[src/rtl/sipo_frame_ctrl.sv]
// Frame controller for a 10-bit external SIPO: forwards one serial frame, drains, captures Pdata.
// Optional even-parity bit per frame when SIPO_FRAME_PARITY_EN is defined.
module sipo_frame_ctrl (
    input  logic       clk,
    input  logic       reset,
    input  logic       frame_start,
    input  logic       ser_in,
    input  logic       ser_valid,
    output logic       sipo_sdata,
    output logic       sipo_shift_en,
    output logic       sipo_reset,
    input  logic [9:0] sipo_pdata,
    output logic [9:0] dout,
    output logic       dout_valid,
    input  logic       dout_ready,
    output logic       busy,
    output logic       overrun,
    output logic       parity_err
);

    localparam logic [3:0] SIPO_BITS = 4'd10;
`ifdef SIPO_FRAME_PARITY_EN
    localparam logic [3:0] FRAME_BITS = 4'd11;
`else
    localparam logic [3:0] FRAME_BITS = 4'd10;
`endif

    typedef enum logic [1:0] {IDLE, SHIFT, DRAIN, HOLD} state_t;

    state_t     state;
    state_t     state_nxt;
    logic [3:0] bit_cnt;
    logic       drain_cnt;

    logic start_frame;
    logic accept_bit;
    logic forward_bit;
    logic load_word;
    logic drop_start;
    logic release_word;

    always_ff @(posedge clk) begin
        if (reset) begin
            state <= IDLE;
        end else begin
            state <= state_nxt;
        end
    end

    always_comb begin
        state_nxt    = state;
        start_frame  = 1'b0;
        accept_bit   = 1'b0;
        forward_bit  = 1'b0;
        load_word    = 1'b0;
        drop_start   = 1'b0;
        release_word = 1'b0;
        case (state)
            IDLE: begin
                if (frame_start) begin
                    start_frame = 1'b1;
                    state_nxt   = SHIFT;
                end
            end
            SHIFT: begin
                // A restart wins over a bit arriving in the same cycle
                if (frame_start) begin
                    start_frame = 1'b1;
                end else if (ser_valid) begin
                    accept_bit  = 1'b1;
                    forward_bit = (bit_cnt < SIPO_BITS);
                    if (bit_cnt == FRAME_BITS - 4'd1) begin
                        state_nxt = DRAIN;
                    end
                end
            end
            DRAIN: begin
                drop_start = frame_start;
                if (drain_cnt) begin
                    load_word = 1'b1;
                    state_nxt = HOLD;
                end
            end
            HOLD: begin
                if (dout_valid && dout_ready) begin
                    release_word = 1'b1;
                    if (frame_start) begin
                        start_frame = 1'b1;
                        state_nxt   = SHIFT;
                    end else begin
                        state_nxt = IDLE;
                    end
                end else begin
                    drop_start = frame_start;
                end
            end
            default: state_nxt = IDLE;
        endcase
    end

    assign busy = (state != IDLE);

    always_ff @(posedge clk) begin
        if (reset) begin
            bit_cnt       <= 4'd0;
            drain_cnt     <= 1'b0;
            sipo_sdata    <= 1'b0;
            sipo_shift_en <= 1'b0;
            sipo_reset    <= 1'b1;
            overrun       <= 1'b0;
        end else begin
            if (start_frame) begin
                bit_cnt <= 4'd0;
            end else if (accept_bit) begin
                bit_cnt <= bit_cnt + 4'd1;
            end
            drain_cnt <= (state == DRAIN) ? ~drain_cnt : 1'b0;
            if (forward_bit) begin
                sipo_sdata <= ser_in;
            end
            sipo_shift_en <= forward_bit;
            sipo_reset    <= start_frame;
            overrun       <= drop_start;
        end
    end

    // Output word: loaded once the last shift has reached Pdata
    always_ff @(posedge clk) begin
        if (reset) begin
            dout       <= 10'd0;
            dout_valid <= 1'b0;
        end else begin
            if (load_word) begin
                dout       <= sipo_pdata;
                dout_valid <= 1'b1;
            end else if (release_word) begin
                dout_valid <= 1'b0;
            end
        end
    end

`ifdef SIPO_FRAME_PARITY_EN
    logic par_acc;
    logic par_bit;

    always_ff @(posedge clk) begin
        if (reset) begin
            par_acc    <= 1'b0;
            par_bit    <= 1'b0;
            parity_err <= 1'b0;
        end else begin
            if (start_frame) begin
                par_acc <= 1'b0;
                par_bit <= 1'b0;
            end else if (forward_bit) begin
                par_acc <= par_acc ^ ser_in;
            end else if (accept_bit) begin
                par_bit <= ser_in;
            end
            if (load_word) begin
                parity_err <= par_acc ^ par_bit;
            end
        end
    end
`else
    assign parity_err = 1'b0;
`endif

endmodule
[config.mk]
export PLATFORM = sky130hd
export DESIGN_NAME = sipo_frame_ctrl
export DESIGN_NICKNAME = d
export VERILOG_FILES = /design/src/rtl/sipo_frame_ctrl.sv
export SDC_FILE = /design/constraint.sdc
export NUM_CORES = 1
export LEC_CHECK = 0
export CAP_MARGIN = 25
export CORE_UTILIZATION = 44
export DETAILED_ROUTE_END_ITERATION = 16
export MAX_ROUTING_LAYER = met4
export PLACE_DENSITY = 0.88
export RECOVER_POWER = 50
export SYNTH_ARGS = -nofsm -noshare
export SYNTH_HDL_FRONTEND = slang
export SYNTH_SLANG_ARGS = --single-unit
[constraint.sdc]
create_clock -name clk -period 1.8 [get_ports clk]
set_clock_uncertainty 0.1 [all_clocks]
set_input_delay 0.45 -clock clk [delete_from_list [all_inputs] [get_ports clk]]
set_output_delay 0.45 -clock clk [all_outputs]
set_load 0.01 [all_outputs]
* Yosys cells after proc, flatten, opt, wreduce, memory -nomap -nowiden
Index checks and enable logic that the tools add are counted.
Word-level totals: bits in registers 22
Operators by class: multiplexer cells 25, magnitude comparators 1, $add $sub $neg 1, bitwise operators 2, equality and inequality tests 10, reduce and logical (&&, ||, !) cells 8
Operator list (number):
- $mux 1 | 16
- $mux 2 | 6
- $ne 2x2->1 const B | 6
- $pmux 2 s4 | 1
- $reduce_and 6->1 | 1
- $reduce_or 2->1 | 3
- $add 4x1->4 const B | 1
- $eq 2x2->1 const B | 2
- $eq 4x4->1 const B | 1
- $lt 4x4->1 const B | 1
- $pmux 1 s2 | 2
- $reduce_bool 2->1 | 2
- $eq 2x1->1 const B | 1
- $logic_not 2->1 | 1
- $not 1->1 | 2
- $logic_and 1x1->1 | 1

* Longest topological paths before layout
Gate-level depths: netlist of run 1.
word-level depth 5, mapped depth 7

* Worst setup path before layout of run 1
No wires, ideal clock.
path kind register to register, start register state[0], end register state[0], data arrival time 1371 ps, library setup time 86 ps, period minus slack after synthesis 1558 ps, slack 242 ps, stages on the path, launching flop included 7, required time 1614 ps, cells stage by stage dfxtp_1 inv_1 ha_1 nor2b_1 a211oi_2 o211ai_1 a221oi_2
Between the ends: word-level cells in the longest chain between the ends 3, elaborated cells between the ends (all ways) 12, those cells by class eq/ne: 9; mux: 1; reduce/logical: 2
RTL lines:
- start, declared | RTL line 30 | state_t state;
- start signal, assigned | RTL line 46 | state <= state_nxt;
- $eq 2x2->1 (tied with other cells) | RTL line 58 | case (state)
- $ne 2x2->1 (no source line)
- $reduce_and 6->1 (no source line)
Parallel ways exist; a longest one is shown, timed or not. A chain may end at the register's enable or synchronous reset.

* Worst setup path in the final report of run 1
start register dout[4], end output port dout[4]
RTL lines:
- start, declared | RTL line 13 | output logic [9:0] dout,
- start signal, assigned | RTL line 134 | dout <= sipo_pdata;
No word-level cell between the ends.

==> impl_metrics.ini, run 1 <==
[outcome]
outcome = complete, no violations

[worst_setup_path]
crit_path_cell_trace = clkdlybuf4s50_1
worst_ep_required_time_ns = 1.25
worstSetupStartpointType = register
worstSetupPathType = reg -> out
path_buf_inv = 1
endpoint_kind = output pin
crit_family = buffers and inverters
slowest_delay_ns = 0.53
arrival_ns = 1.19
r2r_slack_ns = 0.07
crit_slowest_cell = clkdlybuf4s50_1
cp_max_fo = 2

[finish]
syn_to_final_growth_pct = 45.5
n_antenna_cell = 0
finish.net_count = 178
postLayoutCoreUtil = 0.706
fillCellCount = 163
drive_above_1_share = 0.151

[place]
routabilityCongestion = 0.833
hpwl_um = 1750
pre_cts_slack_ns = -0.172
port_buffers = 31

[clock_tree]
htree_levels = 1
ctsHoldBuffers = 0
cts_sinks = 22
cts_buffers = 3
cts_max_path_buffers = 2
root_buffer = clkbuf_4
clk_latency_ns = 0.30
cts_tree = built
clkTransAtPathRegs_ns = 0.11

[floorplanning]
start_util = 0.485
core_area_mm2 = 0.00202
ios = 33
die_area_mm2 = 0.00242
rows = 16
die_x_um = 49.2
die_y_um = 49.2

[sta]
finalCriticalPeriod_ns = 1.74
finalHoldViolations = 0
timing.fmax_mhz = 575
fin_ws_ns = 0.0599
tns_ns = 0
setup_viol = 0
layout_worst_path_cycle_share = 0.967
finalMaxSlewViolations = 0

[synthesis]
synth.net_count = 135
yosys.area.top_type_share = 0.449
synth_compound_area_frac = 0.182
synth-xor-area-share = 0.0268
synth_fa_ha_area_frac = 0.102
synthMuxAreaShare = 0
yosysUniqueCellTypes = 30
ys_top_cells_by_area = dfxtp_1, ha_1, nand2_1
yosys.area_share.simple = 0.185
postSynthCellCount = 111
synth_top_family_by_area = simple AND/OR/NAND/NOR gates
ys_warn_count = 0
yosysSeqAreaShare = 0.449
synth_top_area_cell = dfxtp_1
syn_area_um2 = 981
avgSynthCellArea_um2 = 8.84
ys_ff_latch = 22

[pwr]
power_per_cell_area_mw_per_mm2 = 962
p_total_w = 0.00137
p_leak_nw = 0.546
vdd_ir_drop_max_mv = 0.733

[global_routing]
track_usage = 0.215
antenna_found_initial = 0
grt_pass1_wl_um = 3850
globalRoute.totalOverflow = 0
grt_pass1_vias = 885
grt_max_degree = 15

[detailed_routing]
wire_per_inst_um = 12.5
drc_errors = 0
drt_pass1_iterations = 5
wirelength_um = 2230
antenna_left = 0
drt_first_iter_violations = 11
avgViaCountPerCell = 4.94
vias = 884

[run]
maxCapViolCount = 0

[worst_hold_path]
hold_class = reg -> reg
## power by group
| group | switching [W] | internal (W) | leakage (nW) | total, W |
|---|---|---|---|---|
| Clock | 0.000138 | 0.0000782 | 0.0138 | 0.000216 |
| Combinational | 0.000277 | 0.000322 | 0.355 | 0.000599 |
| Sequential | 0.0000286 | 0.000531 | 0.178 | 0.000559 |
| Total | 0.000443 | 0.000931 | 0.546 | 0.00137 |
## synth_stat cells
master / instances
nand2_1: 26
xor2_1: 2
nor2_1: 7
and2_1: 2
and2_2: 1
dfxtp_1: 22
a21boi_1: 1
a311oi_1: 1
a211oi_1: 2
inv_1: 7
a211oi_2: 1
a221oi_2: 1
o21ai_0: 1
buf_1: 1
buf_2: 1
a21oi_1: 12
o41ai_4: 1
o31ai_1: 1
nor3_1: 1
xnor2_1: 1
and3b_1: 1
nand3_1: 1
o211ai_1: 1
conb_1: 1
buf_4: 1
nor2b_1: 1
ha_1: 8
nand4_1: 2
o31ai_2: 1
clkbuf_1: 2
## flip-flops by register name, summed over array words and instances (netlist names)
| name | count |
|---|---|
| sipo_shift_en | 1 |
| drain_cnt | 1 |
| bit_cnt | 4 |
| state | 2 |
| sipo_sdata | 1 |
| sipo_reset | 1 |
| dout | 10 |
| overrun | 1 |
| dout_valid | 1 |
## cells by family after synthesis
kind of cell,Yosys count
buffers and inverters,12
flip-flops,22
XOR/XNOR,3
AND/OR/NAND/NOR,42
other,1
adder cells (fa/ha/maj),8
AO/OA/AOI/OAI,23
## through the flow
stage | hold WS, ns | instances | instance area [um^2]
floorplan | 0.381 | 111 | 981
global placement | 0.341 | 174 | 1380
detailed placement | 0.346 | 174 | 1380
CTS | 0.362 | 177 | 1400
global route | 0.376 | 179 | 1430
finish | 0.359 | 179 | 1430
## worst register-to-register path: stages (launching register included)
cell and delay [ns]:
dfxtp_1 0.39, inv_1 0.08, buf_4 0.16, ha_4 0.16
nor2b_4 0.12, a211oi_2 0.25, o211ai_1 0.15, a221oi_2 0.25
## layout make-up
type,count,area [um^2],area share
clock buffers,3,22.5,0.0158
inverters,7,26.3,0.0184
multi-input cells,77,510,0.358
flip-flops and latches,22,440,0.309
well taps,27,33.8,0.0237
repair buffers,43,394,0.276
## what timing repair did
action	in CTS	in global routing
cloned	0	0
setup buffers	0	2
pin swaps	0	2
gates resized for setup	4	10
setup endpoints to repair	3	6
## layer usage
layer | track usage | routed length [um]
met4 | 0.113 | 46
met3 | 0.0561 | 92
met1 | 0.232 | 900
met5 | - | 0
met2 | 0.358 | 1190
## cell usage in the layout, fill, tap and decap left out
cell type,Yosys,final
a211oi_1,2,2
a211oi_2,1,1
a21boi_0,0,1
a21oi_1,12,12
a221oi_2,1,1
a311oi_1,1,1
and2_1,2,2
and2_2,1,1
and3b_1,1,1
buf_4,1,12
clkbuf_2,0,1
clkbuf_4,0,3
clkdlybuf4s25_1,0,4
clkdlybuf4s50_1,0,25
conb_1,1,1
dfxtp_1,22,22
dlygate4sd2_1,0,1
ha_1,8,7
ha_4,0,1
inv_1,7,7
nand2_1,26,26
nand3_1,1,1
nand4_1,2,2
nor2_1,7,7
nor2b_4,0,1
nor3_1,1,1
o211ai_1,1,1
o21ai_0,1,1
o31ai_1,1,1
o31ai_2,1,1
o41ai_4,1,1
xnor2_1,1,1
xor2_1,2,2
## worst paths after layout
kind / start / end / depth (start not counted)
max: dout[4] / dout[4] / 1
min: dout[9] / dout[9] / 2
max reg2reg: state[0] / state[0] / 7
min reg2reg: dout[9] / dout[9] / 2
Note: power is estimated with default switching activity, not from simulation.
==> run 2: changes to the inputs <==
GPL_TIMING_DRIVEN = 0   (was not set)
REMOVE_ABC_BUFFERS = 1   (was not set)
SLEW_MARGIN = 20   (was not set)
==> run 2 against run 1 <==
Against the previous run: worst hold slack better by 0.0076 ns; total power is 1.2% lower; routed wire length is 5.2% higher; first-iteration DRC count is 27% lower; critical path type unchanged.
==> impl_metrics.ini, run 2 (synthesis gave the netlist of run 1 again) <==
[outcome]
outcome = complete, no violations

[worst_setup_path]
crit_path_cell_trace = clkdlybuf4s50_1
slowest_delay_ns = 0.55
arrival_ns = 1.21
crit_slowest_cell = clkdlybuf4s50_1
worstSetupStartpointType = register
crit_family = buffers and inverters
path_buf_inv = 1
worstSetupPathType = reg -> out
endpoint_kind = output pin
worst_ep_required_time_ns = 1.25
cp_max_fo = 2

[place]
pre_cts_slack_ns = -0.240
routabilityCongestion = 0.814
hpwl_um = 1760
placed_cells = 164
port_buffers = 31

[pwr]
p_total_w = 0.00136
p_leak_nw = 0.525
vdd_ir_drop_max_mv = 0.664
power_per_cell_area_mw_per_mm2 = 988

[floorplanning]
core_area_mm2 = 0.00202
start_util = 0.485
die_area_mm2 = 0.00242
die_y_um = 49.2
die_x_um = 49.2
rows = 16
ios = 33

[clock_tree]
clk_latency_ns = 0.30
htree_levels = 1
ctsHoldBuffers = 0
cts_tree = built
clkTransAtPathRegs_ns = 0.11
cts_buffers = 3
root_buffer = clkbuf_4
cts_max_path_buffers = 2
cts_sinks = 22

[finish]
layout_commonest_cell = clkdlybuf4s50_1
fillCellCount = 158
drive_above_1_share = 0.134
largest_register_ffs = 10
regMostFlops = dout
finish.net_count = 168
n_antenna_cell = 0
finalNonFillerCells = 169
largest_registers = dout x10, bit_cnt x4, state x2
mostFrequentLayoutCells = clkdlybuf4s50_1, nand2_1, dfxtp_1, a21oi_1, nor2_1
syn_to_final_growth_pct = 40.2

[global_routing]
grt_max_degree = 18
track_usage = 0.222
grtUsageMet2 = 0.425
grt-busiest-layer = met2
grt_pass1_wl_um = 3950
grt_pass1_vias = 873
antenna_found_initial = 0
globalRoute.totalOverflow = 0
grtUsageMet1 = 0.224
gr-usage-met3 = 0.0280

[sta]
finalMaxSlewViolations = 0
tns_ns = 0
timing.fmax_mhz = 569
rsz0062_at_grt = no
finalCriticalPeriod_ns = 1.76
relSlewSlack = 0.574
setup_viol = 0
worst_slew_pin_slew_ns = 0.637
finalHoldViolations = 0
fin_ws_ns = 0.0419
layout_worst_path_cycle_share = 0.977

[detailed_routing]
wirelength_um = 2350
avgViaCountPerCell = 5.08
drc_errors = 0
vias = 858
drt_pass1_iterations = 4
antenna_left = 0
drt_first_iter_violations = 8
wire_per_inst_um = 13.9

[worst_hold_path]
hold_class = reg -> reg

[run]
maxCapViolCount = 0
-- run 2: changes by cell type in the layout (fill, tap and decap cells not counted), sizes merged --
cell and change:
clkdlybuf4s50 +2, dlygate4sd2 -1, buf -10, clkdlybuf4s25 -3, dlymetal6s2s +2
-- run 2: per-layer routing --
metal | vias to the layer above | routed length [um]
li1 | 430 | -
met1 | 403 | 907
met2 | 21 | 1330
met3 | 4 | 71
met4 | 0 | 42
met5 | - | 0
-- run 2: path summary, 6_finish.rpt --
kind	startpoint	end	slack [ns]	cells past startpoint
hold / removal	sipo_sdata	sipo_sdata	0.37	2
hold reg to reg	sipo_sdata	sipo_sdata	0.37	2
setup / recovery	dout[0]	dout[0]	0.04	1
setup reg to reg	state[1]	state[0]	0.07	6
-- run 2: repair_timing --
| action | CTS | global route |
|---|---|---|
| cloned | 0 | 0 |
| pin swaps | 0 | 2 |
| gates resized for setup | 11 | 10 |
| setup buffers | 0 | 2 |
| endpoints found under the setup margin | 2 | 4 |
| hold endpoints to repair | 0 | 0 |
-- run 2: cell type report --
class / count / area (um^2) / share of cell area
timing repair buffer: 33 / 325 / 0.237
clock buffer: 3 / 22.5 / 0.0164
inverter: 7 / 33.8 / 0.0246
tap: 27 / 33.8 / 0.0246
sequential: 22 / 448 / 0.326
multi-input combinational: 77 / 512 / 0.372
-- run 2: worst register-to-register path, stage by stage, from the launching register on --
cell and delay (ns):
dfxtp_4 0.40, ha_1 0.22, a21boi_2 0.26, a211oi_2 0.08, buf_4 0.14, and2_2 0.20, a221oi_2 0.23
-- run 2: report_power, final --
group | internal (W) | switching (W) | total, W | leakage (nW)
clock network | 0.0000780 | 0.000137 | 0.000215 | 0.0138
registers | 0.000542 | 0.0000494 | 0.000592 | 0.179
logic | 0.000285 | 0.000266 | 0.000551 | 0.332
total | 0.000905 | 0.000453 | 0.00136 | 0.525
-- run 2: per-stage QoR --
| step | utilization | cell area, um^2 | hold WS [ns] |
|---|---|---|---|
| finish | 0.680 | 1380 | 0.367 |
| global route | 0.680 | 1380 | 0.389 |
| CTS | 0.666 | 1350 | 0.370 |
| detailed placement | 0.644 | 1300 | 0.351 |
| global placement | 0.644 | 1300 | 0.341 |
| floorplan | - | 957 | 0.374 |
==> run 3: changes to the inputs <==
--- a/config.mk
+++ b/config.mk
@@ -7,4 +7,5 @@
 export LEC_CHECK = 0
 export CAP_MARGIN = 25
+export CORE_ASPECT_RATIO = 0.9
 export CORE_UTILIZATION = 44
 export DETAILED_ROUTE_END_ITERATION = 16
@@ -12,5 +13,4 @@
 export MAX_ROUTING_LAYER = met4
 export PLACE_DENSITY = 0.88
-export RECOVER_POWER = 50
 export REMOVE_ABC_BUFFERS = 1
 export SLEW_MARGIN = 20
==> constraint.sdc (replaced) <==
create_clock -name clk -period 1.8 [get_ports clk]
set_clock_uncertainty 0.1 [all_clocks]
set_input_delay 0.45 -clock clk [delete_from_list [all_inputs] [get_ports clk]]
set_output_delay 0.45 -clock clk [all_outputs]
set_load 0.1 [all_outputs]
==> run 3 against run 2 <==
Against the previous run: first-iteration DRC count grew 88%; critical path depth is the same; non-clock buffer count shrank 1; largest cell class unchanged.
==> impl_metrics.ini, run 3 (synthesis gave the netlist of run 1 again) <==
[floorplanning]
core_area_mm2 = 0.00201
die_y_um = 46.8
rows = 15
ios = 33
start_util = 0.488
die_x_um = 51.8
die_area_mm2 = 0.00242

[finish]
regMostFlops = dout
seq_area_um2 = 445
n_antenna_cell = 0
fin_area_mm2 = 0.00134
multiInputGateArea_um2 = 505
finish.net_count = 167
layout_commonest_cell = nand2_1
fillCellCount = 167
mostFrequentLayoutCells = nand2_1, dfxtp_1, clkdlybuf4s50_1, a21oi_1, buf_2
drive_above_1_share = 0.232
largest_registers = dout x10, bit_cnt x4, state x2
largest_register_ffs = 10
syn_to_final_growth_pct = 36.7

[sta]
rsz0062_at_grt = no
finalHoldViolations = 0
timing.fmax_mhz = 573
finalCriticalPeriod_ns = 1.75
layout_worst_path_cycle_share = 0.970
relSlewSlack = 0.585
finalMaxSlewViolations = 0
setup_viol = 0
tns_ns = 0
worst_slew_pin_slew_ns = 0.621

[worst_setup_path]
r2r_end = state[0]
crit_family = buffers and inverters
crit_path_cell_trace = clkdlybuf4s18_2
worst_ep_required_time_ns = 1.25
r2r_slack_ns = 0.09
worstSetupPathType = reg -> out
crit_slowest_cell = clkdlybuf4s18_2
cp_max_fo = 2
slowest_delay_ns = 0.54
cp_num_cells = 1
worstRegToRegCells = 6
endpoint_kind = output pin
path_buf_inv = 1
arrival_ns = 1.20
worstSetupStartpointType = register
r2r-start = state[0]

[global_routing]
grt_pass1_vias = 800
antenna_found_initial = 0
globalRoute.totalOverflow = 0
grt_max_degree = 18
grt_pass1_wl_um = 3390
track_usage = 0.207

[clock_tree]
root_buffer = clkbuf_4
ctsHoldBuffers = 0
cts_max_path_buffers = 2
cts_sinks = 22
cts_tree = built
clk_latency_ns = 0.31
htree_levels = 1
cts_buffers = 3
clkTransAtPathRegs_ns = 0.12

[run]
maxCapViolCount = 0

[worst_hold_path]
hold_path_end = dout[2]
hp-start = dout[2]
hold_path_depth = 2
hold_class = reg -> reg

[detailed_routing]
wirelength_um = 2190
drt_first_iter_violations = 15
vias = 848
drc_errors = 0
avgViaCountPerCell = 5.08
antenna_left = 0
drt_pass1_iterations = 4
wire_per_inst_um = 13.1

[place]
placed_area_mm2 = 0.00130
hpwl_um = 1610
port_buffers = 31
routabilityCongestion = 0.812

[pwr]
vdd_ir_drop_max_mv = 1.53
p_leak_nw = 0.533
power_per_cell_area_mw_per_mm2 = 1300

[outcome]
outcome = complete, no violations
-- run 3: layout make-up --
| type | instances | area share |
|---|---|---|
| Multi-Input combinational cell | 77 | 0.377 |
| Sequential cell | 22 | 0.332 |
| Timing Repair Buffer | 32 | 0.209 |
| Tap cell | 25 | 0.0233 |
| Clock inverter | 1 | 0.0224 |
| Inverter | 7 | 0.0196 |
| Clock buffer | 3 | 0.0168 |
-- run 3: power breakdown --
group | switching, W | total (W) | leakage (nW) | internal, W
Sequential | 0.0000402 | 0.000580 | 0.179 | 0.000539
Clock | 0.000150 | 0.000375 | 0.0279 | 0.000225
Combinational | 0.000491 | 0.000795 | 0.326 | 0.000304
Total | 0.000681 | 0.00175 | 0.533 | 0.00107
-- run 3: worst max-delay path by stage --
stage	from	end	slack (ns)
3_5_place_dp	state[1]	busy	-0.70
3_3_place_gp	state[1]	busy	-0.65
5_1_grt	dout[1]	dout[1]	0.001
4_1_cts	dout[3]	dout[3]	0.008
2_1_floorplan	dout_valid	state[0]	-0.20
6_report	dout[1]	dout[1]	0.05
-- run 3: through the flow --
stage | std cells | hold slack, ns | utilization | worst slack [ns] | total power (W)
global placement | 162 | 0.341 | 0.647 | -0.654 | 0.00123
finish | 167 | 0.362 | 0.668 | 0.0545 | 0.00175
floorplan | 106 | 0.394 | - | -0.200 | 0.00109
detailed placement | 162 | 0.346 | 0.647 | -0.700 | 0.00126
global route | 167 | 0.384 | 0.668 | 0.00124 | 0.00183
CTS | 166 | 0.364 | 0.689 | 0.00757 | 0.00172
-- run 3: repair_timing --
action,in CTS,in global routing
endpoints found under the setup margin,16,13
resized for setup,66,20
pin swaps,0,2
setup buffers,0,1
cloned,0,0
-- run 3: routing by layer --
layer | vias up | wire, um | track usage
li1 | 427 | - | -
met1 | 396 | 924 | 0.218
met2 | 21 | 1150 | 0.369
met3 | 4 | 92 | 0.0744
met4 | 0 | 21 | 0.0595
met5 | - | 0 | -
